`src/rtl/mc_control_fsm.sv`:
```
// Main control unit of the multi-cycle CPU: Moore sequencer for the shared
// datapath, with an illegal-opcode pulse and a retired-instruction counter.
module mc_control_fsm #(
  parameter int CNT_W = 32
) (
  input  logic             Clk,
  input  logic             Reset,
  input  logic [5:0]       Op,
  input  logic             Zero,
  output logic             PCEn,
  output logic             IorD,
  output logic             MemRead,
  output logic             MemWrite,
  output logic             IRWrite,
  output logic             MemtoReg,
  output logic             RegDst,
  output logic             RegWrite,
  output logic             ALUSrcA,
  output logic [1:0]       ALUSrcB,
  output logic [1:0]       ALUOp,
  output logic [1:0]       PCSource,
  output logic [3:0]       State,
  output logic             Illegal,
  output logic [CNT_W-1:0] InstrCount
);

  typedef enum logic [3:0] {
    S_FETCH  = 4'd0,
    S_DECODE = 4'd1,
    S_MEMADR = 4'd2,
    S_MEMRD  = 4'd3,
    S_MEMWB  = 4'd4,
    S_MEMWR  = 4'd5,
    S_EXEC   = 4'd6,
    S_ALUWB  = 4'd7,
    S_BRANCH = 4'd8,
    S_JUMP   = 4'd9,
    S_ADDIEX = 4'd10,
    S_ADDIWB = 4'd11
  } state_t;

  localparam logic [5:0] OP_R    = 6'b000000;
  localparam logic [5:0] OP_LW   = 6'b100011;
  localparam logic [5:0] OP_SW   = 6'b101011;
  localparam logic [5:0] OP_BEQ  = 6'b000100;
  localparam logic [5:0] OP_J    = 6'b000010;
  localparam logic [5:0] OP_ADDI = 6'b001000;

  localparam logic [CNT_W-1:0] CNT_ONE = {{(CNT_W-1){1'b0}}, 1'b1};

  state_t state;
  state_t next_state;

  logic       pc_write;
  logic       pc_write_cond;
  logic       iord_d;
  logic       mem_read_d;
  logic       mem_write_d;
  logic       ir_write_d;
  logic       memto_reg_d;
  logic       reg_dst_d;
  logic       reg_write_d;
  logic       alu_src_a_d;
  logic [1:0] alu_src_b_d;
  logic [1:0] alu_op_d;
  logic [1:0] pc_source_d;
  logic       illegal_d;
  logic       retire;

  always_ff @(posedge Clk or posedge Reset) begin
    if (Reset) begin
      state <= S_FETCH;
    end else begin
      state <= next_state;
    end
  end

  always_comb begin
    next_state    = S_FETCH;
    pc_write      = 1'b0;
    pc_write_cond = 1'b0;
    iord_d        = 1'b0;
    mem_read_d    = 1'b0;
    mem_write_d   = 1'b0;
    ir_write_d    = 1'b0;
    memto_reg_d   = 1'b0;
    reg_dst_d     = 1'b0;
    reg_write_d   = 1'b0;
    alu_src_a_d   = 1'b0;
    alu_src_b_d   = 2'd0;
    alu_op_d      = 2'd0;
    pc_source_d   = 2'd0;
    illegal_d     = 1'b0;
    case (state)
      S_FETCH: begin
        mem_read_d  = 1'b1;
        ir_write_d  = 1'b1;
        alu_src_b_d = 2'd1;
        pc_write    = 1'b1;
        next_state  = S_DECODE;
      end
      S_DECODE: begin
        alu_src_b_d = 2'd3;
        case (Op)
          OP_LW, OP_SW: next_state = S_MEMADR;
          OP_R:         next_state = S_EXEC;
          OP_BEQ:       next_state = S_BRANCH;
          OP_J:         next_state = S_JUMP;
          OP_ADDI:      next_state = S_ADDIEX;
          default: begin
            next_state = S_FETCH;
            illegal_d  = 1'b1;
          end
        endcase
      end
      S_MEMADR: begin
        alu_src_a_d = 1'b1;
        alu_src_b_d = 2'd2;
        // Op is re-read here to pick the load or store branch.
        next_state  = (Op == OP_SW) ? S_MEMWR : S_MEMRD;
      end
      S_MEMRD: begin
        mem_read_d = 1'b1;
        iord_d     = 1'b1;
        next_state = S_MEMWB;
      end
      S_MEMWB: begin
        reg_write_d = 1'b1;
        memto_reg_d = 1'b1;
      end
      S_MEMWR: begin
        mem_write_d = 1'b1;
        iord_d      = 1'b1;
      end
      S_EXEC: begin
        alu_src_a_d = 1'b1;
        alu_op_d    = 2'd2;
        next_state  = S_ALUWB;
      end
      S_ALUWB: begin
        reg_write_d = 1'b1;
        reg_dst_d   = 1'b1;
      end
      S_BRANCH: begin
        alu_src_a_d   = 1'b1;
        alu_op_d      = 2'd1;
        pc_write_cond = 1'b1;
        pc_source_d   = 2'd1;
      end
      S_JUMP: begin
        pc_write    = 1'b1;
        pc_source_d = 2'd2;
      end
      S_ADDIEX: begin
        alu_src_a_d = 1'b1;
        alu_src_b_d = 2'd2;
        next_state  = S_ADDIWB;
      end
      S_ADDIWB: begin
        reg_write_d = 1'b1;
      end
      default: begin
        next_state = S_FETCH;
      end
    endcase
  end

  // Every completing state returns to FETCH, so leaving it is one retirement.
  assign retire = (state == S_MEMWB) || (state == S_MEMWR) || (state == S_ALUWB) ||
                  (state == S_BRANCH) || (state == S_JUMP) || (state == S_ADDIWB);

  always_ff @(posedge Clk or posedge Reset) begin
    if (Reset) begin
      InstrCount <= '0;
    end else if (retire) begin
      InstrCount <= InstrCount + CNT_ONE;
    end
  end

  // Strobes are masked by Reset so nothing fires while the state is forced.
  assign PCEn     = ~Reset & (pc_write | (pc_write_cond & Zero));
  assign MemRead  = ~Reset & mem_read_d;
  assign MemWrite = ~Reset & mem_write_d;
  assign IRWrite  = ~Reset & ir_write_d;
  assign RegWrite = ~Reset & reg_write_d;
  assign Illegal  = ~Reset & illegal_d;

  assign IorD     = iord_d;
  assign MemtoReg = memto_reg_d;
  assign RegDst   = reg_dst_d;
  assign ALUSrcA  = alu_src_a_d;
  assign ALUSrcB  = alu_src_b_d;
  assign ALUOp    = alu_op_d;
  assign PCSource = pc_source_d;
  assign State    = state;

endmodule
```
`config.mk`:
```
export PLATFORM = sky130hd
export DESIGN_NAME = mc_control_fsm
export DESIGN_NICKNAME = d
export VERILOG_FILES = /design/src/rtl/mc_control_fsm.sv
export SDC_FILE = /design/constraint.sdc
export NUM_CORES = 1
export LEC_CHECK = 0
export BUFFER_PORTS_ARGS = -buffer_cell sky130_fd_sc_hd__buf_4
export CAP_MARGIN = 0
export CORE_ASPECT_RATIO = 0.9
export CORE_MARGIN = 1
export CORE_UTILIZATION = 55
export CTS_CLUSTER_SIZE = 10
export DETAILED_ROUTE_END_ITERATION = 10
export PLACE_DENSITY = 0.85
export REMOVE_ABC_BUFFERS = 1
export SETUP_SLACK_MARGIN = 0.3
export SLEW_MARGIN = 20
export SYNTH_ARGS = -nofsm -noshare
export SYNTH_HDL_FRONTEND = slang
export SYNTH_SLANG_ARGS = --single-unit
```
`constraint.sdc`:
```
create_clock -name Clk -period 3.3 [get_ports Clk]
set_input_delay 0.33 -clock Clk [delete_from_list [all_inputs] [get_ports Clk]]
set_output_delay 0.33 -clock Clk [all_outputs]
set_load 0.03 [all_outputs]
```
==> Yosys cells after proc, flatten, opt, wreduce, memory -nomap -nowiden <==
Index checks and enable logic that the tools add are counted.
{ "classes": {"div_mod_pow": 0, "eq_ne": 16, "order_cmp": 0, "n_mul": 0, "n_bitwise": 9, "n_reduce_logical": 15, "shifts": 0, "mux": 18, "addsub": 1} }
{ "ops": {"columns": ["operator", "n"], "rows": [
  ["$add A32 B1 Y32 const B", 1],
  ["$pmux W4 S6", 1],
  ["$pmux W4 S5", 1],
  ["$eq A4 B3 Y1 const B", 4],
  ["$eq A4 B4 Y1 const B", 4],
  ["$eq A6 B6 Y1 const B", 2],
  ["$mux W1", 12],
  ["$reduce_or A2 Y1", 5],
  ["$eq A4 B2 Y1 const B", 2],
  ["$pmux W2 S2", 2],
  ["$and A1 B1 Y1", 7],
  ["$eq A6 B2 Y1 const B", 1],
  ["$eq A6 B3 Y1 const B", 1],
  ["$eq A6 B4 Y1 const B", 1],
  ["$logic_not A6 Y1", 1],
  ["$pmux W2 S3", 1],
  ["$reduce_or A6 Y1", 1],
  ["$logic_or A1 B1 Y1", 5],
  ["$eq A4 B1 Y1 const B", 1],
  ["$logic_not A4 Y1", 1],
  ["$reduce_or A4 Y1", 1],
  ["$mux W3", 1],
  ["$reduce_or A3 Y1", 1],
  ["$not A1 Y1", 1],
  ["$or A1 B1 Y1", 1]
]} }
{ "totals": {"ramBits": 0, "ff_bits": 36, "in_bits": 9, "latch_bits": 0, "rom_bits": 0, "mem_count": 0, "word_cells": 61, "out_inout_bits": 52} }

==> Depth between registers and ports, before layout <==
{ "depth": {"word_depth": 6, "mapped_depth": 6, "depth_no_buf": 5} }

==> Least setup slack after synthesis <==
Ideal clock, no wire load.
{ "synth_path": {"path_type": "register to output", "from": "register state[3] (netlist: State[3])", "to": "output RegWrite", "path_stages_with_launch": 6, "setup_slack_ps": 821, "required_time_ps": 2970, "arrival_time_ps": 2149, "n_path_buf": 1, "path_cell_list": "dfrtp_1 -> buf_2 -> nand2b_1 -> nor3_1 -> a31oi_1 -> nor2_1"} }
{ "synth_via": {"elab_chain_len": 4, "elab_cells_between_ends": 6, "cone_classes": "eq/ne (3); mux (1); bitwise (1); reduce/logical (1)"} }
{ "synth_lines": {"columns": ["element", "line_no", "rtl"], "rows": [
  ["start, declared", "51", "state_t state;"],
  ["start signal, assigned", "74", "state <= next_state;"],
  ["$eq A4 B3 Y1 or $eq A4 B4 Y1 (tied branches)", "94", "case (state)"],
  ["$reduce_or A3 Y1 (no line) (*)", null, null],
  ["$mux W1 (*)", "94", null],
  ["$and A1 B1 Y1 (*)", "185", "assign RegWrite = ~Reset & reg_write_d;"],
  ["end, declared", "17", "output logic RegWrite,"]
]} }
Mark *: on every way between the ends. The rest lies on a longest branch, timed or not.

==> Worst setup path in the final report <==
{ "layout_path": {"from": "register state[2] (netlist: State[2])", "to": "register InstrCount[16]"} }
{ "layout_via": {"elab_chain_len": 6, "elab_cells_between_ends": 11, "cone_classes": "eq/ne (6); reduce/logical (5)"} }
{ "layout_lines": {"columns": ["element", "line_no", "rtl"], "rows": [
  ["$eq A4 B3 Y1", "169", "assign retire = (state == S_MEMWB) || (state == S_MEMWR) || (state == S_ALUWB) ||"],
  ["$logic_or A1 B1 Y1 (3 in a row)", "169", null],
  ["$logic_or A1 B1 Y1", "170", "(state == S_BRANCH) || (state == S_JUMP) || (state == S_ADDIWB);"],
  ["$logic_or A1 B1 Y1 (*)", "170", null],
  ["end signal, assigned", "176", "InstrCount <= InstrCount + CNT_ONE;"],
  ["end, declared", "24", "output logic [CNT_W-1:0] InstrCount"]
]} }
Marked as above.
A chain may end at the register's enable or synchronous reset.

==> run summary <==
Status = finished clean
CP bufs+invs = 0
Kind of cell adding the most delay to the critical path = simple AND/OR/NAND/NOR gates
Root buffer cell = clkbuf_8
Fin. Hold Viols = 0
Maximum root-to-sink buffer count = 2
Starting DRT DRC Count = 133
Post-detail-place hpwl = 3.121 mm
Dpl cells = 297
FF-to-FF End = InstrCount[16]$_DFFE_PP0P_
DIE AREA = 3808 um^2
Final Max Tran Viols = 0
Total track usage = 0.2531
Post-cts resize count = 0
Post-CTS Hold Buffers = 0
Post-Syn Instances = 201
Diodes inserted = 0
Sink Count = 36
Layout cell share with drive strength beyond 1 = 0.2835
Total grt overflow = 0
Power per Cell Area = 505.2 nW/um^2
Critical path type = register to register
Yosys top cell area share = 0.4595
Class of the worst hold path = input port to asynchronous set/reset pin
Slew headroom = 0.4924
Most common library cell in the layout ignoring fill and taps = buf_4
Yosys cell types = 34
Remaining DRCs = 0
Post-Layout Cell Count = 305
Period utilization = 0.6535
Post-route antenna net violation count = 0
Antenna violations before repair = 0
Layout area overhead = 28.46%
Max-cap violations = 0
Required time worst endpoint = 3510 ps
Leak = 1.138 nW
Vias in the first global route = 1,551
Crit-path slowest cell = nor4_4
Num CTS Buffers = 5
CP arrival = 2360 ps
Worst skew pair latency = 290 ps
Htree depth = 2
Die H = 58.64 um
Largest cells by area after synthesis = dfrtp_1 46%, xnor2_1 14%, nand4_1 7.0%
Fmax = 463.7 MHz
Post-route minimum period = 2157 ps
Post-Route Skew = 10.24 ps
Initial Util = 0.5804
Unrepaired setup endpoints after global routing = no
Worst setup path end = InstrCount[16]$_DFFE_PP0P_
Leading area contributor after synthesis = dfrtp_1
Reg2Reg Setup Slack = 1140 ps
Peak VDD IR = 0.0003317 V
Least-Margin Pin Slew = 761.4 ps
Final #Nets = 270
CP startpoint kind = register
Ports = 61
Crit end category = register
Most used cell, CP = xnor2_1
Average wire per standard cell = 14.31 um
Clock transition at path regs = 80 ps
Worst path cell trace = xnor2_1, nor4_4, nand3_1, xnor2_1
Mapped Avg Cell Area = 9.754 um^2
Seq/Total Area, Yosys = 0.4595
CP max stage delay = 740 ps
Overall via count from detail_route = 1,719
Die Span X = 64.94 um
Yosys reg bits = 36
First-pass GRT wire length = 7.327 mm
Top fanout value on the critical path = 15
Pin count of the biggest net entering global routing = 23
Yosys warning count = 0
CP Depth = 4
RD Place Congestion = 0.8440
Core area = 3378 um^2
CP startpoint = State[2]$_DFF_PP0_
Rows = 20
Number of port buffers = 60
Cells on worst reg2reg path = 4
Setup Fix Bufs, Post-CTS = 0
Setup TNS = 0 ps
Commonest non-fill, non-tap cells in the layout = 61 x buf_4, 36 x dfrtp_1, 31 x xnor2_1
Synthesized cell area = 1961 um^2
Routed WL = 4.366 mm
First-pass DRT Iterations = 4
Vias/cell = 5.636
CTS tree = built
Final setup violation count = 0
Worst r2r src = State[2]$_DFF_PP0_
## per-layer routing
| layer | wire length (um) | vias up | track usage | share of wire |
|---|---|---|---|---|
| met2 | 2209 | 51 | 0.4345 | 0.51 |
| met4 | 60 | 0 | 0.09524 | 0.014 |
| met3 | 174 | 6 | 0.04070 | 0.040 |
| li1 | - | 834 | - | - |
| met5 | 0 | - | 0 | 0 |
| met1 | 1921 | 828 | 0.3232 | 0.44 |
## state kept, by name, indices dropped and copies added (netlist names)
name        cells
InstrCount     32
State           4
## cell usage after synthesis
cell type and number:
nor2b_1 1, nand2_1 11, xnor2_1 31, a211o_1 1, nor3_1 13, nor2_1 13
nor3b_1 1, nor3_2 1, a21oi_1 3, or2_2 1, ha_1 1, o32ai_1 2
and4_1 4, buf_1 3, o31ai_1 1, a31oi_1 1, o21ai_0 4, dfrtp_1 36
buf_4 2, xor2_1 5, or3_1 2, and3_1 5, nor4_4 2, nand3_1 12
nand4_1 22, nand3b_1 1, nor4_1 1, and2_1 2, buf_2 1, nand2b_1 5
mux2_2 1, clkbuf_1 3, or4_1 2, inv_1 7
## area by class of cell
cell class / instances / area (um^2)
Inverter: 7 / 26.28
Fill cell: 257 / 859.6
Multi-Input combinational cell: 149 / 991.0
Sequential cell: 36 / 900.9
Clock inverter: 3 / 18.77
Timing Repair Buffer: 61 / 457.9
Clock buffer: 5 / 68.82
Tap cell: 44 / 55.05
## worst min path at each step
stage	start	end	slack (ps)	depth (start not counted)
detailed placement	InstrCount[31]$_DFFE_PP0P_	InstrCount[31]$_DFFE_PP0P_	470	1
finish	Reset	InstrCount[14]$_DFFE_PP0P_	170	2
CTS	Reset	InstrCount[14]$_DFFE_PP0P_	190	2
global placement	InstrCount[31]$_DFFE_PP0P_	InstrCount[31]$_DFFE_PP0P_	470	1
floorplan	Op[1]	State[2]$_DFF_PP0_	440	1
global route	Reset	InstrCount[14]$_DFFE_PP0P_	240	2
## where the power goes
part	internal [W]	switching [W]	leakage, nW	total, W
Clock	0.000147	0.000161	0.0479	0.000308
Combinational	0.000159	0.000256	0.596	0.000415
Sequential	0.000473	0.0000761	0.494	0.000549
Total	0.000780	0.000493	1.14	0.00127
## per-stage QoR
stage          utilization  instance area [um^2]  hold WS [ps]  worst slack (ps)   power, W
5_1_grt             0.7456                  2519         239.6             932.2   0.001334
3_3_place_gp        0.7196                  2431         467.5              1245  0.0009648
4_1_cts             0.7456                  2519         193.2              1170   0.001275
2_1_floorplan            -                  1918         443.4             823.2  0.0008102
3_5_place_dp        0.7196                  2431         467.8              1177  0.0009698
6_report            0.7456                  2519         174.6              1143   0.001272
## cell families (layout without fill, tap and decap cells)
family,count (synthesis),in the layout,synth area share
buf+inv,16,76,0.03510
simple gates,99,99,0.2942
xor+xnor,36,36,0.1608
fa+ha+maj,1,1,0.006381
flops,36,36,0.4595
mux,1,1,0.005743
compound gates,12,12,0.03829
Note: power is estimated with default switching activity, not from simulation.
